$ cat config.mk
export PLATFORM = sky130hd
export DESIGN_NAME = spi_slave_if
export DESIGN_NICKNAME = d
export VERILOG_FILES = /design/src/rtl/spi_pkg.sv /design/src/rtl/spi_shift_out.sv /design/src/rtl/spi_slave_if.sv
export SDC_FILE = /design/constraint.sdc
export NUM_CORES = 1
export LEC_CHECK = 0
export ABC_AREA = 1
export ABC_CLOCK_PERIOD_IN_PS = 3300
export BUFFER_PORTS_ARGS = -buffer_cell sky130_fd_sc_hd__buf_4
export CAP_MARGIN = 20
export CORE_MARGIN = 8
export CORE_UTILIZATION = 40
export DETAILED_ROUTE_END_ITERATION = 10
export MAX_ROUTING_LAYER = met4
export SKIP_LAST_GASP = 1
export SYNTH_ARGS = -nofsm -noshare
export SYNTH_HDL_FRONTEND = slang
export SYNTH_HIERARCHICAL = 1
export SYNTH_SLANG_ARGS = --single-unit
$ cat constraint.sdc
create_clock -name clk -period 3.3 [get_ports clk]
set_input_delay 0.165 -clock clk [delete_from_list [all_inputs] [get_ports clk]]
set_output_delay 0.165 -clock clk [all_outputs]
set_load 0.02 [all_outputs]
$ cat src/rtl/spi_pkg.sv
// spi_pkg: shared types and constants for the SPI slave front-end.
// Contents: FSM state type, command encodings (decoded by the RAM, not here),
// default payload width and frame width, and a receive-state helper.
package spi_pkg;

  typedef enum logic [2:0] {
    IDLE,
    CHK_CMD,
    WRITE,
    READ_ADD,
    READ_DATA
  } spi_state_e;

  // Command field rx_data[9:8]; forwarded untouched to the RAM.
  localparam logic [1:0] CMD_WR_ADDR = 2'b00;
  localparam logic [1:0] CMD_WR_DATA = 2'b01;
  localparam logic [1:0] CMD_RD_ADDR = 2'b10;
  localparam logic [1:0] CMD_RD_DATA = 2'b11;

  localparam int unsigned DEF_DATA_W = 8;
  localparam int unsigned FRAME_W    = DEF_DATA_W + 2;

  // States in which MOSI frame bits are shifted in.
  function automatic logic is_rx_state(spi_state_e s);
    return (s == WRITE) || (s == READ_ADD) || (s == READ_DATA);
  endfunction

endpackage

$ cat src/rtl/spi_shift_out.sv
// spi_shift_out: DATA_W-bit parallel-in/serial-out register driving MISO.
// Ports:
//   i_clk   clock, rising edge
//   i_rst   synchronous active-high reset
//   i_clear abort: drop any transfer, MISO low next cycle
//   i_load  load i_data; its MSB appears on o_miso the following cycle
//   i_data  parallel read data
//   o_miso  registered serial output, MSB first, 0 when idle
//   o_busy  high while a word is being shifted out
module spi_shift_out #(
  parameter int unsigned DATA_W = 8
) (
  input  logic              i_clk,
  input  logic              i_rst,
  input  logic              i_clear,
  input  logic              i_load,
  input  logic [DATA_W-1:0] i_data,
  output logic              o_miso,
  output logic              o_busy
);

  localparam int unsigned CntW = $clog2(DATA_W + 1);

  logic [DATA_W-1:0] r_sr;
  logic [CntW-1:0]   r_left;  // bits still to present after the current one
  logic              r_miso;
  logic              r_busy;

  always_ff @(posedge i_clk) begin
    if (i_rst || i_clear) begin
      r_sr   <= '0;
      r_left <= '0;
      r_miso <= 1'b0;
      r_busy <= 1'b0;
    end else if (i_load) begin
      // MSB goes straight to the output register; the rest queue behind it.
      r_sr   <= {i_data[DATA_W-2:0], 1'b0};
      r_miso <= i_data[DATA_W-1];
      r_left <= CntW'(DATA_W - 1);
      r_busy <= 1'b1;
    end else if (r_busy) begin
      if (r_left != '0) begin
        r_miso <= r_sr[DATA_W-1];
        r_sr   <= {r_sr[DATA_W-2:0], 1'b0};
        r_left <= r_left - 1'b1;
      end else begin
        r_miso <= 1'b0;
        r_busy <= 1'b0;
      end
    end
  end

  assign o_miso = r_miso;
  assign o_busy = r_busy;

endmodule

$ cat src/rtl/spi_slave_if.sv
// spi_slave_if: SPI slave front-end of the SPI RAM subsystem.
// Deserialises MOSI frames {cmd[1:0], payload[DATA_W-1:0]} into rx_data with a
// one-cycle rx_valid strobe, and serialises RAM read data (tx_data/tx_valid)
// MSB-first on MISO. SPI clock and system clock are the same net.
// Ports:
//   clk      clock, rising edge       rst      synchronous active-high reset
//   SS_n     slave select, active low MOSI     serial data in, MSB first
//   MISO     serial data out          rx_data  received word
//   rx_valid one-cycle strobe         tx_data  read data from RAM
//   tx_valid tx_data valid
module spi_slave_if
  import spi_pkg::*;
#(
  parameter int unsigned DATA_W = DEF_DATA_W
) (
  input  logic              clk,
  input  logic              rst,
  input  logic              SS_n,
  input  logic              MOSI,
  output logic              MISO,
  output logic [DATA_W+1:0] rx_data,
  output logic              rx_valid,
  input  logic [DATA_W-1:0] tx_data,
  input  logic              tx_valid
);

  localparam int unsigned   FrameW  = DATA_W + 2;
  localparam int unsigned   CntW    = $clog2(FrameW + 1);
  localparam logic [CntW-1:0] LastCnt = CntW'(FrameW - 1);
  localparam logic [CntW-1:0] DoneCnt = CntW'(FrameW);

  spi_state_e        r_state;
  spi_state_e        w_next_state;
  logic [CntW-1:0]   r_cnt;
  logic [FrameW-2:0] r_shift;
  logic [FrameW-1:0] r_rx_data;
  logic              r_rx_valid;
  logic              r_rd_addr_seen;
  logic              r_await_tx;

  logic w_in_rx;
  logic w_rx_bit;
  logic w_last_bit;
  logic w_abort;
  logic w_load;
  logic w_busy;

  assign w_in_rx    = is_rx_state(r_state);
  assign w_abort    = SS_n && (r_state != IDLE);
  // Counter parks at DoneCnt once a frame is in, so extra MOSI bits are ignored.
  assign w_rx_bit   = w_in_rx && !SS_n && (r_cnt != DoneCnt);
  assign w_last_bit = w_rx_bit && (r_cnt == LastCnt);
  assign w_load     = (r_state == READ_DATA) && !SS_n && r_await_tx && tx_valid && !w_busy;

  always_ff @(posedge clk) begin
    if (rst) begin
      r_state <= IDLE;
    end else begin
      r_state <= w_next_state;
    end
  end

  always_comb begin
    w_next_state = r_state;
    case (r_state)
      IDLE: begin
        if (!SS_n) w_next_state = CHK_CMD;
      end
      CHK_CMD: begin
        // MOSI here is only a routing bit and is not part of the frame word.
        if (SS_n)                w_next_state = IDLE;
        else if (!MOSI)          w_next_state = WRITE;
        else if (r_rd_addr_seen) w_next_state = READ_DATA;
        else                     w_next_state = READ_ADD;
      end
      WRITE, READ_ADD, READ_DATA: begin
        if (SS_n) w_next_state = IDLE;
      end
      default: w_next_state = IDLE;
    endcase
  end

  always_ff @(posedge clk) begin
    if (rst) begin
      r_cnt          <= '0;
      r_shift        <= '0;
      r_rx_data      <= '0;
      r_rx_valid     <= 1'b0;
      r_rd_addr_seen <= 1'b0;
      r_await_tx     <= 1'b0;
    end else begin
      r_rx_valid <= 1'b0;

      if (SS_n || !w_in_rx) begin
        r_cnt <= '0;
      end else if (w_rx_bit) begin
        r_cnt   <= r_cnt + 1'b1;
        r_shift <= {r_shift[FrameW-3:0], MOSI};
      end

      if (w_last_bit) begin
        r_rx_data  <= {r_shift, MOSI};
        r_rx_valid <= 1'b1;
        if (r_state == READ_ADD)       r_rd_addr_seen <= 1'b1;
        else if (r_state == READ_DATA) r_rd_addr_seen <= 1'b0;
      end

      // Only the first tx_valid after a completed READ_DATA frame is honoured.
      if (w_abort)                                 r_await_tx <= 1'b0;
      else if (w_last_bit && r_state == READ_DATA) r_await_tx <= 1'b1;
      else if (w_load)                             r_await_tx <= 1'b0;
    end
  end

  spi_shift_out #(
    .DATA_W(DATA_W)
  ) u_shift_out (
    .i_clk  (clk),
    .i_rst  (rst),
    .i_clear(w_abort),
    .i_load (w_load),
    .i_data (tx_data),
    .o_miso (MISO),
    .o_busy (w_busy)
  );

  assign rx_data  = r_rx_data;
  assign rx_valid = r_rx_valid;

endmodule

## Word-level counts from Yosys, hierarchy flattened

Cells that the tools add are included.

- Register bits: 42
- Input port bits: 13
- Output and inout bits: 12
- Word-level logic and storage cells: 78

- Add/subtract/negate cells: 2
- Equality and inequality tests: 8
- Mux-type cells: 23
- Bitwise operators: 1
- Reduce and logical (&&, ||, !) cells: 32

Operators with widths:

| kind | number |
|---|---|
| 3-bit two-way mux | 8 |
| 8-bit two-way mux | 3 |
| 1-bit two-way mux | 11 |
| 2-bit AND reduction | 5 |
| 1-bit logical AND | 9 |
| 3-bit case mux with 3 select lines | 1 |
| 2-bit nonzero test | 4 |
| 3-bit by 2-bit == test with 1-bit output (second input constant) | 2 |
| 2-bit OR reduction | 3 |
| 4-bit by 1-bit adder with 4-bit output (second input constant) | 1 |
| 4-bit == test (second input constant) | 1 |
| 1-bit logical OR | 4 |
| 2-bit != test (second input constant) | 2 |
| 4-bit != test (second input constant) | 1 |
| 4-bit nonzero test | 1 |
| 4-bit by 1-bit subtractor with 4-bit output (second input constant) | 1 |
| 3-bit by 1-bit == test with 1-bit output (second input constant) | 1 |
| 3-bit == test (second input constant) | 1 |
| 1-bit zero test | 3 |
| 3-bit zero test | 1 |
| 3-bit nonzero test | 1 |
| 3-bit OR reduction | 1 |
| 1-bit inverter | 1 |

## Longest topological paths before layout

- Depth after elaboration: 8
- Gate-level depth with buffers: 11
- Depth with buffers taken out: 9

## Hierarchy

Netlist, hierarchy kept.

Modules (own cells, without submodules):

| module | instances | cells each | area an instance (um^2) | sequential area each (um^2) |
|---|---|---|---|---|
| spi_slave_if | 1 | 159 | 1246.2 | 580.6 |
| spi_shift_out | 1 | 97 | 701.9 | 260.2 |

## Worst setup path after synthesis

Ideal clock, no wire load.

- Kind: register -> register
- Start point: reg r_state[2]
- End point: reg u_shift_out.r_sr[5]
- Setup time: 0.114 ns
- Data arrival time: 1.339 ns
- Data required time: 3.186 ns
- Path slack: 1.847 ns
- Cell stages (with the launch flop): 12
- Clock period less this slack: 1.453 ns
- Cell sequence: dfxtp_1 > inv_1 > nor3_1 > nand3_1 > inv_1 > buf_6 > inv_8 > buf_12 > nand2_1 > nand2_1 > nand3_1 > a21oi_2

- Longest elaborated chain between the ends: 7
- Elaborated cells on any way between the ends: 12

RTL lines:

| element | line | RTL |
|---|---|---|
| from (decl) | spi_slave_if.sv:32 | `spi_state_e r_state;` |
| from (signal assigned) | spi_slave_if.sv:59 | `r_state <= w_next_state;` |
| 3-bit == test * | spi_slave_if.sv:53 | `assign w_load = (r_state == READ_DATA) && !SS_n && r_await_tx && tx_valid && !w_busy;` |
| 1-bit logical AND * (4 in a row) | spi_slave_if.sv:53 |  |
| via w_load | spi_slave_if.sv:45 | `logic w_load;` |
| 2-bit nonzero test (no line) | n/a |  |
| 2-bit AND reduction (no line) | n/a |  |
| to (signal assigned) | spi_shift_out.sv:37 | `r_sr <= {i_data[DATA_W-2:0], 1'b0};` |
| to (signal assigned) | spi_shift_out.sv:44 | `r_sr <= {r_sr[DATA_W-2:0], 1'b0};` |
| to (decl) | spi_shift_out.sv:24 | `logic [DATA_W-1:0] r_sr;` |

The timed path passes the listed nets; every way through them passes the cells marked *.
A chain may end at the register's enable or synchronous reset.

## Final worst setup path

- Start point: reg r_state[2]
- End point: reg u_shift_out.r_sr[3]

The elaborated chain is that of the path after synthesis.

==> flow_summary.ini <==
[clock_network]
clock_latency_ps = 290
post-cts-setup-buffer-count = 0
post_cts_resize_count = 0
path_clk_slew_ps = 80
ctsHoldBuffers = 0
htreeDepth = 2
numCtsBuffers = 5
cts_tree = yes
cts.sinks = 42
cts_buffer_depth = 2
clock-root-buffer = clkbuf_8

[power]
switching_power_w = 0.0002092
power.share.clock_pct = 37.3
p_leak_nw = 0.9420
vdd_ir_drop_max_v = 0.0002445
power_density_mw_per_mm2 = 397.1
p_int_w = 0.0006752
p_comb_share_pct = 4.6
power_frac_seq_pct = 58.2
switching_share_pct = 23.65

[sta]
slew_viol_final = 0
setup_violations = 0
rsz0062_at_grt = no
period_needed_ps = 1935
tightest_slew_ps = 647.3
max_freq_mhz = 516.7
hold_ws_ps = 71.14
tns_ps = 0
relSlewSlack_pct = 56.80
hold_viol = 0
worst_clock_skew_ps = 5.505
period_share_pct = 58.65

[finish]
n_antenna_cell = 0
stdcell_area_sq_mm = 0.002227
area_delta_synth_final_pct = 14.32
nets = 296
final_cells = 347
drive_gt1_share_pct = 18.21

[drt]
wl_per_cell_um = 11.31
wirelength_um = 3926
drc = 0
ant_nets = 0
drt_iter0_markers = 138
dr.pass1.iters = 4
vias = 1616
viasPerCell = 4.657

[setup_path]
start_kind = register
path_class = register to register
critPathArrivalTime_ps = 2090
crit_path_frequent_cell = inv_1
crit_slowest_cell = dfxtp_1
worst_ep_required_time_ps = 3460
worstPathBufferInverterCount = 3
rr_startpoint = r_state[2]
critPathMaxStageDelay_ps = 390
cp-startpoint = r_state[2]
crit_family = simple AND/OR/NAND/NOR gates
endpoint_kind = register
cp_cell_sequence = inv_1 -> nor3_1 -> nand3_1 -> inv_1 -> inv_8 -> nand3_4 -> nand2_4 -> nand2_1 -> a21oi_1
worstPathMaxFanout = 12

[floorplanning]
rows = 25
boundaryPins = 25
initial_core_util_pct = 41.25
die_h_um = 85.79
coreArea_sq_mm = 0.004723
die_w_um = 85.79
dieArea_sq_mm = 0.007359

[placed_design]
gp_congestion = 0.7769
dpl_cell_area_sq_mm = 0.002137
hpwl_um = 2862
dp.cells = 339
io_buffers = 24

[global_route]
grt_pass1_wl_um = 6851
grt_max_degree = 24
grt_use_total_pct = 11.73
grt-ovfl-total = 0
grt_pass1_vias = 1520
antenna_found_initial = 0

[synthesis]
synth-edff-count = 0
ys_seq_elements = 42
synthArstFlopShare_pct = 0
yosysSeqAreaShare_pct = 43.16
ys.warnings.count = 6
synth_ff_type = dfxtp_1
synth_cell_type_count = 28
netlist_instances = 256
syn-num-nets = 273
syn_area_sq_mm = 0.001948
avgSynthCellArea_sq_um = 7.610

[worst_hold_path]
hold_path_class = primary input to register
hp-start = rst

[job]
cap_violations = 0

[outcome]
status = complete, no violations
cell type report:
class / count / area (sq um)
multi-input combinational: 178 / 919.6
clock inverter: 3 / 21.27
fill: 493 / 2496
tap: 67 / 83.83
inverter: 28 / 112.6
clock buffer: 5 / 68.82
timing repair buffer: 24 / 180.2
sequential: 42 / 840.8
cells in the mapped netlist, types with 2 or more instances:
cell type / count / area [sq um]
nor2_2: 2 / 12.51
a21oi_2: 4 / 35.03
nand3_2: 3 / 30.03
nor3_1: 5 / 25.02
ha_1: 4 / 50.05
inv_1: 27 / 101.4
dfxtp_1: 42 / 840.8
nand4_1: 4 / 25.02
nand2_2: 3 / 18.77
nand2_4: 3 / 33.78
o21ai_0: 11 / 55.05
nand2_1: 63 / 236.5
buf_2: 3 / 15.01
nor2_1: 20 / 75.07
a21oi_1: 25 / 125.1
o21ai_1: 6 / 30.03
nand3_1: 19 / 95.09
buf_6: 2 / 22.52
worst reg2reg max path, cell delays in order, from the launching register on:
cell     delay (ps)
dfxtp_1         390
inv_1           120
nor3_1          260
nand3_1         150
inv_1           360
inv_8           100
nand3_4         160
nand2_4         110
nand2_1          80
a21oi_1          60
layer usage:
layer,up-vias,part of all wire [%],GRT usage (%)
met5,-,0,-
met4,0,1.8,5.732
met3,5,2.6,2.483
met2,22,42,17.28
li1,871,-,-
met1,718,53,14.87
final timing paths:
path | slack, ps | depth (start not counted) | endpoint
hold reg to reg | 470 | 2 | u_shift_out/r_sr[6]
hold / removal | 70 | 2 | r_state[1]
setup / recovery | 1360 | 9 | u_shift_out/r_sr[3]
setup reg to reg | 1360 | 9 | u_shift_out/r_sr[3]
layout by cell type (no fill, tap or decap), types with 2 or more instances in the layout:
cell | synthesis | routed
nand2_1 | 63 | 63
nor2_2 | 2 | 2
inv_1 | 27 | 27
buf_4 | 0 | 24
ha_1 | 4 | 4
dfxtp_1 | 42 | 42
nand3_2 | 3 | 3
a21oi_1 | 25 | 25
nand3_1 | 19 | 19
clkbuf_8 | 1 | 5
o21ai_1 | 6 | 6
nand2_4 | 3 | 3
nor2_1 | 20 | 20
nand2_2 | 3 | 3
a21oi_2 | 4 | 4
o21ai_0 | 11 | 11
nand4_1 | 4 | 4
nor3_1 | 5 | 5
stage by stage:
step / worst slack [ps] / power (W) / util, %
5_1_grt: 1177 / 0.0009298 / 47.15
2_1_floorplan: 1847 / 0.0005504 / -
3_5_place_dp: 1384 / 0.0005668 / 45.25
6_report: 1365 / 0.0008844 / 47.15
3_3_place_gp: 1396 / 0.0005669 / 45.25
4_1_cts: 1370 / 0.0009002 / 47.15
power groups by stage:
| stage | logic (W) | registers (W) | clock network, W |
|---|---|---|---|
| 2_1_floorplan | 0.0000247 | 0.000526 | 0 |
| 3_3_place_gp | 0.0000404 | 0.000526 | 0 |
| 3_5_place_dp | 0.0000404 | 0.000526 | 0 |
| 4_1_cts | 0.0000404 | 0.000514 | 0.000345 |
| 5_1_grt | 0.0000456 | 0.000515 | 0.000369 |
| 6_report | 0.0000403 | 0.000514 | 0.000330 |
cell families (layout without fill, tap and decap cells):
| kind of cell | count (synthesis) | in the layout | share of synthesized area, % |
|---|---|---|---|
| XOR/XNOR | 2 | 2 | 0.8993 |
| AO/OA/AOI/OAI | 48 | 48 | 13.94 |
| buffers and inverters | 36 | 60 | 9.633 |
| adder cells (fa/ha/maj) | 4 | 4 | 2.569 |
| flip-flops | 42 | 42 | 43.16 |
| AND/OR/NAND/NOR | 124 | 124 | 29.80 |
sequential cells by signal, summed over array words and instances, names as in the netlist, 3 cells and up:
signal / count
r_state: 3
rx_data: 10
u_shift_out/r_sr: 7
r_shift: 9
r_cnt: 4
u_shift_out/r_left: 4
No activity file was read; power rests on OpenSTA's default activity.
